### src/rtl/if_fetch_queue.sv
// if_fetch_queue: instruction-fetch front end feeding the IF/ID register.
// Owns the fetch PC and issues one request at a time to instruction memory.
// Returned words go into a small FIFO. The head entry {pc+4, instruction}
// is presented to IF/ID. Because the FIFO decouples the two sides, fetch
// keeps running while the pipeline is frozen. A taken branch flushes the
// FIFO and redirects the fetch PC.
//
// Ports:
//   clk, rst                 clock; asynchronous active-high reset
//   branchTaken/Address      redirect request and its word-aligned target
//   freeze                   consumer stall; the head entry is held
//   imem_req/addr            request strobe and fetch address
//   imem_rdata/valid         returned word, 1 or more cycles after the request
//   pc/instruction           head entry (request address + 4, word); 0 when empty
//   inst_valid               FIFO non-empty
//   count                    FIFO occupancy
module if_fetch_queue #(
    parameter int          DEPTH    = 4,
    parameter logic [31:0] RESET_PC = 32'h0000_0000
) (
    input  logic                     clk,
    input  logic                     rst,
    input  logic                     branchTaken,
    input  logic [31:0]              branchAddress,
    input  logic                     freeze,
    output logic                     imem_req,
    output logic [31:0]              imem_addr,
    input  logic [31:0]              imem_rdata,
    input  logic                     imem_valid,
    output logic [31:0]              pc,
    output logic [31:0]              instruction,
    output logic                     inst_valid,
    output logic [$clog2(DEPTH):0]   count
);
    localparam int AW = $clog2(DEPTH);
    localparam int CW = AW + 1;
    localparam logic [CW-1:0] FULL = CW'(DEPTH);

    typedef struct packed {
        logic [31:0] pc4;
        logic [31:0] inst;
    } entry_t;

    entry_t          fifo [DEPTH];
    logic [AW-1:0]   rd_ptr, wr_ptr;
    logic [CW-1:0]   cnt;
    logic [31:0]     fetch_pc, req_pc;
    logic            outstanding, drop;
    logic            rsp_fire, push, pop;

    // A response with no request in flight (e.g. one that was issued
    // before a reset) is simply ignored.
    assign rsp_fire = imem_valid && outstanding;
    // A taken branch kills both the incoming word and any pop in this cycle.
    assign push     = rsp_fire && !drop && !branchTaken;
    assign pop      = inst_valid && !freeze && !branchTaken;

    // Checking for space at issue time is enough. While the request is in
    // flight the occupancy can only go down, so the returned word always fits.
    assign imem_req    = !rst && !outstanding && (cnt < FULL) && !branchTaken;
    assign imem_addr   = fetch_pc;
    assign inst_valid  = (cnt != '0);
    assign count       = cnt;
    assign pc          = inst_valid ? fifo[rd_ptr].pc4  : 32'h0;
    assign instruction = inst_valid ? fifo[rd_ptr].inst : 32'h0;

    always_ff @(posedge clk or posedge rst) begin
        if (rst) begin
            fetch_pc    <= RESET_PC;
            req_pc      <= '0;
            outstanding <= 1'b0;
            drop        <= 1'b0;
            rd_ptr      <= '0;
            wr_ptr      <= '0;
            cnt         <= '0;
        end else if (branchTaken) begin
            fetch_pc <= branchAddress;
            rd_ptr   <= '0;
            wr_ptr   <= '0;
            cnt      <= '0;
            if (rsp_fire) begin
                outstanding <= 1'b0;
                drop        <= 1'b0;
            end else if (outstanding) begin
                // The word for the old path is still in flight. Mark it so
                // it is discarded when it returns.
                drop <= 1'b1;
            end
        end else begin
            // Issue and response are mutually exclusive (issue needs !outstanding).
            if (imem_req) begin
                req_pc      <= fetch_pc;
                fetch_pc    <= fetch_pc + 32'd4;
                outstanding <= 1'b1;
            end
            if (rsp_fire) begin
                outstanding <= 1'b0;
                drop        <= 1'b0;
            end
            if (push) wr_ptr <= wr_ptr + 1'b1;
            if (pop)  rd_ptr <= rd_ptr + 1'b1;
            case ({push, pop})
                2'b10:   cnt <= cnt + 1'b1;
                2'b01:   cnt <= cnt - 1'b1;
                default: ;
            endcase
        end
    end

    // Storage needs no reset; the head outputs are gated by inst_valid.
    always_ff @(posedge clk) begin
        if (push) fifo[wr_ptr] <= '{pc4: req_pc + 32'd4, inst: imem_rdata};
    end

    always @(posedge clk) begin
        if (!rst && push)
            assert (cnt < FULL) else $error("if_fetch_queue: push into full FIFO");
    end
endmodule
### config.mk
export PLATFORM = sky130hd
export DESIGN_NAME = if_fetch_queue
export DESIGN_NICKNAME = d
export VERILOG_FILES = /design/src/rtl/if_fetch_queue.sv
export SDC_FILE = /design/constraint.sdc
export NUM_CORES = 1
export LEC_CHECK = 0
export ABC_AREA = 1
export CAP_MARGIN = 30
export CORE_ASPECT_RATIO = 0.8
export CORE_UTILIZATION = 51
export DETAILED_ROUTE_END_ITERATION = 6
export PLACE_DENSITY_LB_ADDON = 0.3
export SLEW_MARGIN = 20
export SYNTH_ARGS = -nofsm -noshare
export SYNTH_HDL_FRONTEND = slang
export SYNTH_SLANG_ARGS = --single-unit
### constraint.sdc
create_clock -name clk -period 3.73 [get_ports clk]
set_input_delay 0.746 -clock clk [delete_from_list [all_inputs] [get_ports clk]]
set_output_delay 0.746 -clock clk [all_outputs]
set_load 0.01 [all_outputs]
==> impl_metrics.ini <==
[final_layout]
finalNetCount = 1671
final_cell_mix = 331 x nor2_1, 256 x edfxtp_1, 185 x nand2_1, 173 x o21ai_0, 169 x clkdlybuf4s50_1
synthToLayoutAreaGrowth_pct = 24.1
n_antenna_cell = 0
final_common_cell = nor2_1
drive_gt1_share_pct = 7.53
nFillCells = 2130

[synthesis]
synthDistinctLibCells = 38
synth_flop_cell = edfxtp_1
syn_area_per_cell_sq_um = 10.2
syn_inst = 1429
synth.top_cell.area_share_pct = 52.8
ys_seq_elements = 329
synth-edff-count = 256
synth_top_cell_by_area = edfxtp_1
yosys_warnings = 0
async_flop_share_pct = 22.2
syn_nets = 1505
synth.yosys.seq_area_share_pct = 65.3
syn-cell-area_sq_um = 14600
yosys-top-cells-area = edfxtp_1 53%, dfrtp_1 13%, nor2_1 8.6%

[route]
drt_iter0_markers = 811
drt_pre_antenna_iters = 6
met1_length_um = 15700
highest_layer = met4
drt-total-wl_um = 34700
antenna_left = 0
route.met2.wl_um = 15700
vias = 10800
drt-wirelength-per-cell_um = 17.5
met3_length_um = 2750
via_per_inst = 5.44
drc = 0

[setup_path]
cp_common_cell = nor2_1
path_buf_inv = 2
cp_top_family = buffers and inverters
critPathCaptureType = primary output
crit_path_max_incr_delay_ns = 0.71
cp.required_ns = 2.98
crit_chain = buf_4, nor2_1, nor2_1, o21ai_0, a21oi_1, clkdlybuf4s50_1
critPathKind = reg2out
cp_slowest_cell = dfrtp_4
crit_fanout = 34
cp.arrival_ns = 2.87
critPathLaunchType = register

[power_and_ir_drop]
p_switching_uw = 3980
seq_power_share_pct = 39.8
switching_share_pct = 32.5
power.density_nw_per_um2 = 677
vdd_drop_max_v = 0.000426
power_frac_comb_pct = 30.7
p_int_uw = 8260
leakagePower_uw = 0.00666
pwr-share-clk_pct = 29.5
total_power_uw = 12200

[floorplanning]
die_w_um = 191
num_rows = 54
core_sq_um = 27600
die-area_sq_um = 29200
start_util_pct = 52.7
pin_count = 170
die_h_um = 153

[clocking]
cts_tree = yes
cts-resized-gates = 0
clk_pin_slew_ns = 0.06
numCtsBuffers = 35
clk_path_buf_depth = 3
cts_max_level = 2
cts_root_buffer = clkbuf_16
cts_setup_buffers = 1
insertion_delay_ns = 0.52
cts.sinks = 329
cts_hold_buf = 0

[sta]
hold_viol = 0
slew_viol_final = 0
timing.final.crit_share_pct = 97.0
fin_ws_ns = 0.111
tightest_slew_ns = 0.789
finalSetupTns_ns = 0
period_needed_ns = 3.62
fin_skew_ns = 0.0228
setup_viol = 0
rsz0062_at_grt = no
fmaxAchievable_mhz = 276
relSlewSlack_pct = 47.3

[global_route]
grt_pass1_wl_um = 55500
gr-total-overflow = 0
grt_usage_pct = 24.2
grt_pass1_vias = 10500
grt_max_degree = 74
grt_antenna_before_repair = 0

[place]
io_buffer_count = 169
routabilityCongestion = 0.880
dp_hpwl_um = 22100
place_ws_ns = 0.490

[run_status]
status = complete, no violations

[run]
drv_cap = 0

[min_path]
hold_path_class = reg2reg
## registers in the layout (all words and copies together), names as in the netlist
name and count:
imem_addr 32, wr_ptr 2, drop 1, req_pc 32, count 3, outstanding 1, rd_ptr 2, fifo 256
## through the flow
| stage | util, % | instance area (sq um) | instances | hold WS, ns |
|---|---|---|---|---|
| CTS | 65.3 | 18000 | 1984 | 0.547 |
| global placement | 60.9 | 16800 | 1920 | 0.512 |
| detailed placement | 60.9 | 16800 | 1920 | 0.526 |
| global route | 65.4 | 18100 | 1985 | 0.567 |
| floorplan | - | 14600 | 1429 | 0.476 |
| finish | 65.4 | 18100 | 1985 | 0.546 |
## cell type report
type	instances	area [sq um]	share of cell area, %
sequential	329	9520	52.7
clock inverter	21	249	1.38
inverter	95	360	1.99
timing repair buffer	197	2120	11.7
tap	364	455	2.52
multi-input combinational	937	4410	24.4
clock buffer	42	965	5.34
## worst min-delay path, cell delays in order (launching register included)
cell,delay (ns)
dfrtp_1,0.37
inv_1,0.07
a21oi_1,0.06
## per-layer routing
metal,up-vias,track usage [%]
met5,-,0
met4,0,5.26
met3,45,3.88
met2,420,36.9
met1,5158,36.4
li1,5185,-
## cell families (layout without fill, tap and decap cells)
logic type | after synthesis | after routing | synth area share [%]
simple gates | 625 | 625 | 18.0
flops | 329 | 329 | 65.3
compound gates | 278 | 278 | 9.82
buf+inv | 163 | 355 | 4.65
xor+xnor | 27 | 27 | 1.62
fa+ha+maj | 7 | 7 | 0.653
## cell usage after synthesis (5+ instances only)
| cell | n |
|---|---|
| a21oi_1 | 85 |
| buf_1 | 16 |
| buf_2 | 26 |
| clkbuf_1 | 19 |
| dfrtp_1 | 73 |
| edfxtp_1 | 256 |
| ha_1 | 6 |
| inv_1 | 88 |
| inv_2 | 5 |
| nand2_1 | 185 |
| nand2_2 | 5 |
| nand3_1 | 37 |
| nand3b_1 | 9 |
| nand4_1 | 15 |
| nor2_1 | 335 |
| nor2_2 | 8 |
| nor2_4 | 5 |
| nor3_1 | 19 |
| o211ai_1 | 5 |
| o21ai_0 | 173 |
| o21ai_1 | 5 |
| xor2_1 | 25 |
## power groups by stage
stage	clock, uW	sequential [uW]	combinational, uW
floorplan	0	4830	1970
global placement	0	4940	3640
detailed placement	0	4950	3710
CTS	3650	4860	3780
global route	3780	4920	4130
finish	3600	4870	3760
## worst paths after layout
kind	startpoint	endpoint	slack, ns	depth (start not counted)
max	rd_ptr[0]	instruction[6]	0.11	6
min	req_pc[31]	req_pc[31]	0.55	2
max reg2reg	drop	fifo[1][50]	1.69	6
min reg2reg	req_pc[31]	req_pc[31]	0.55	2
max in group asynchronous	rst	req_pc[25]	2.52	4
min in group asynchronous	rst	outstanding	0.65	3
(Power assumes the default switching activity.)
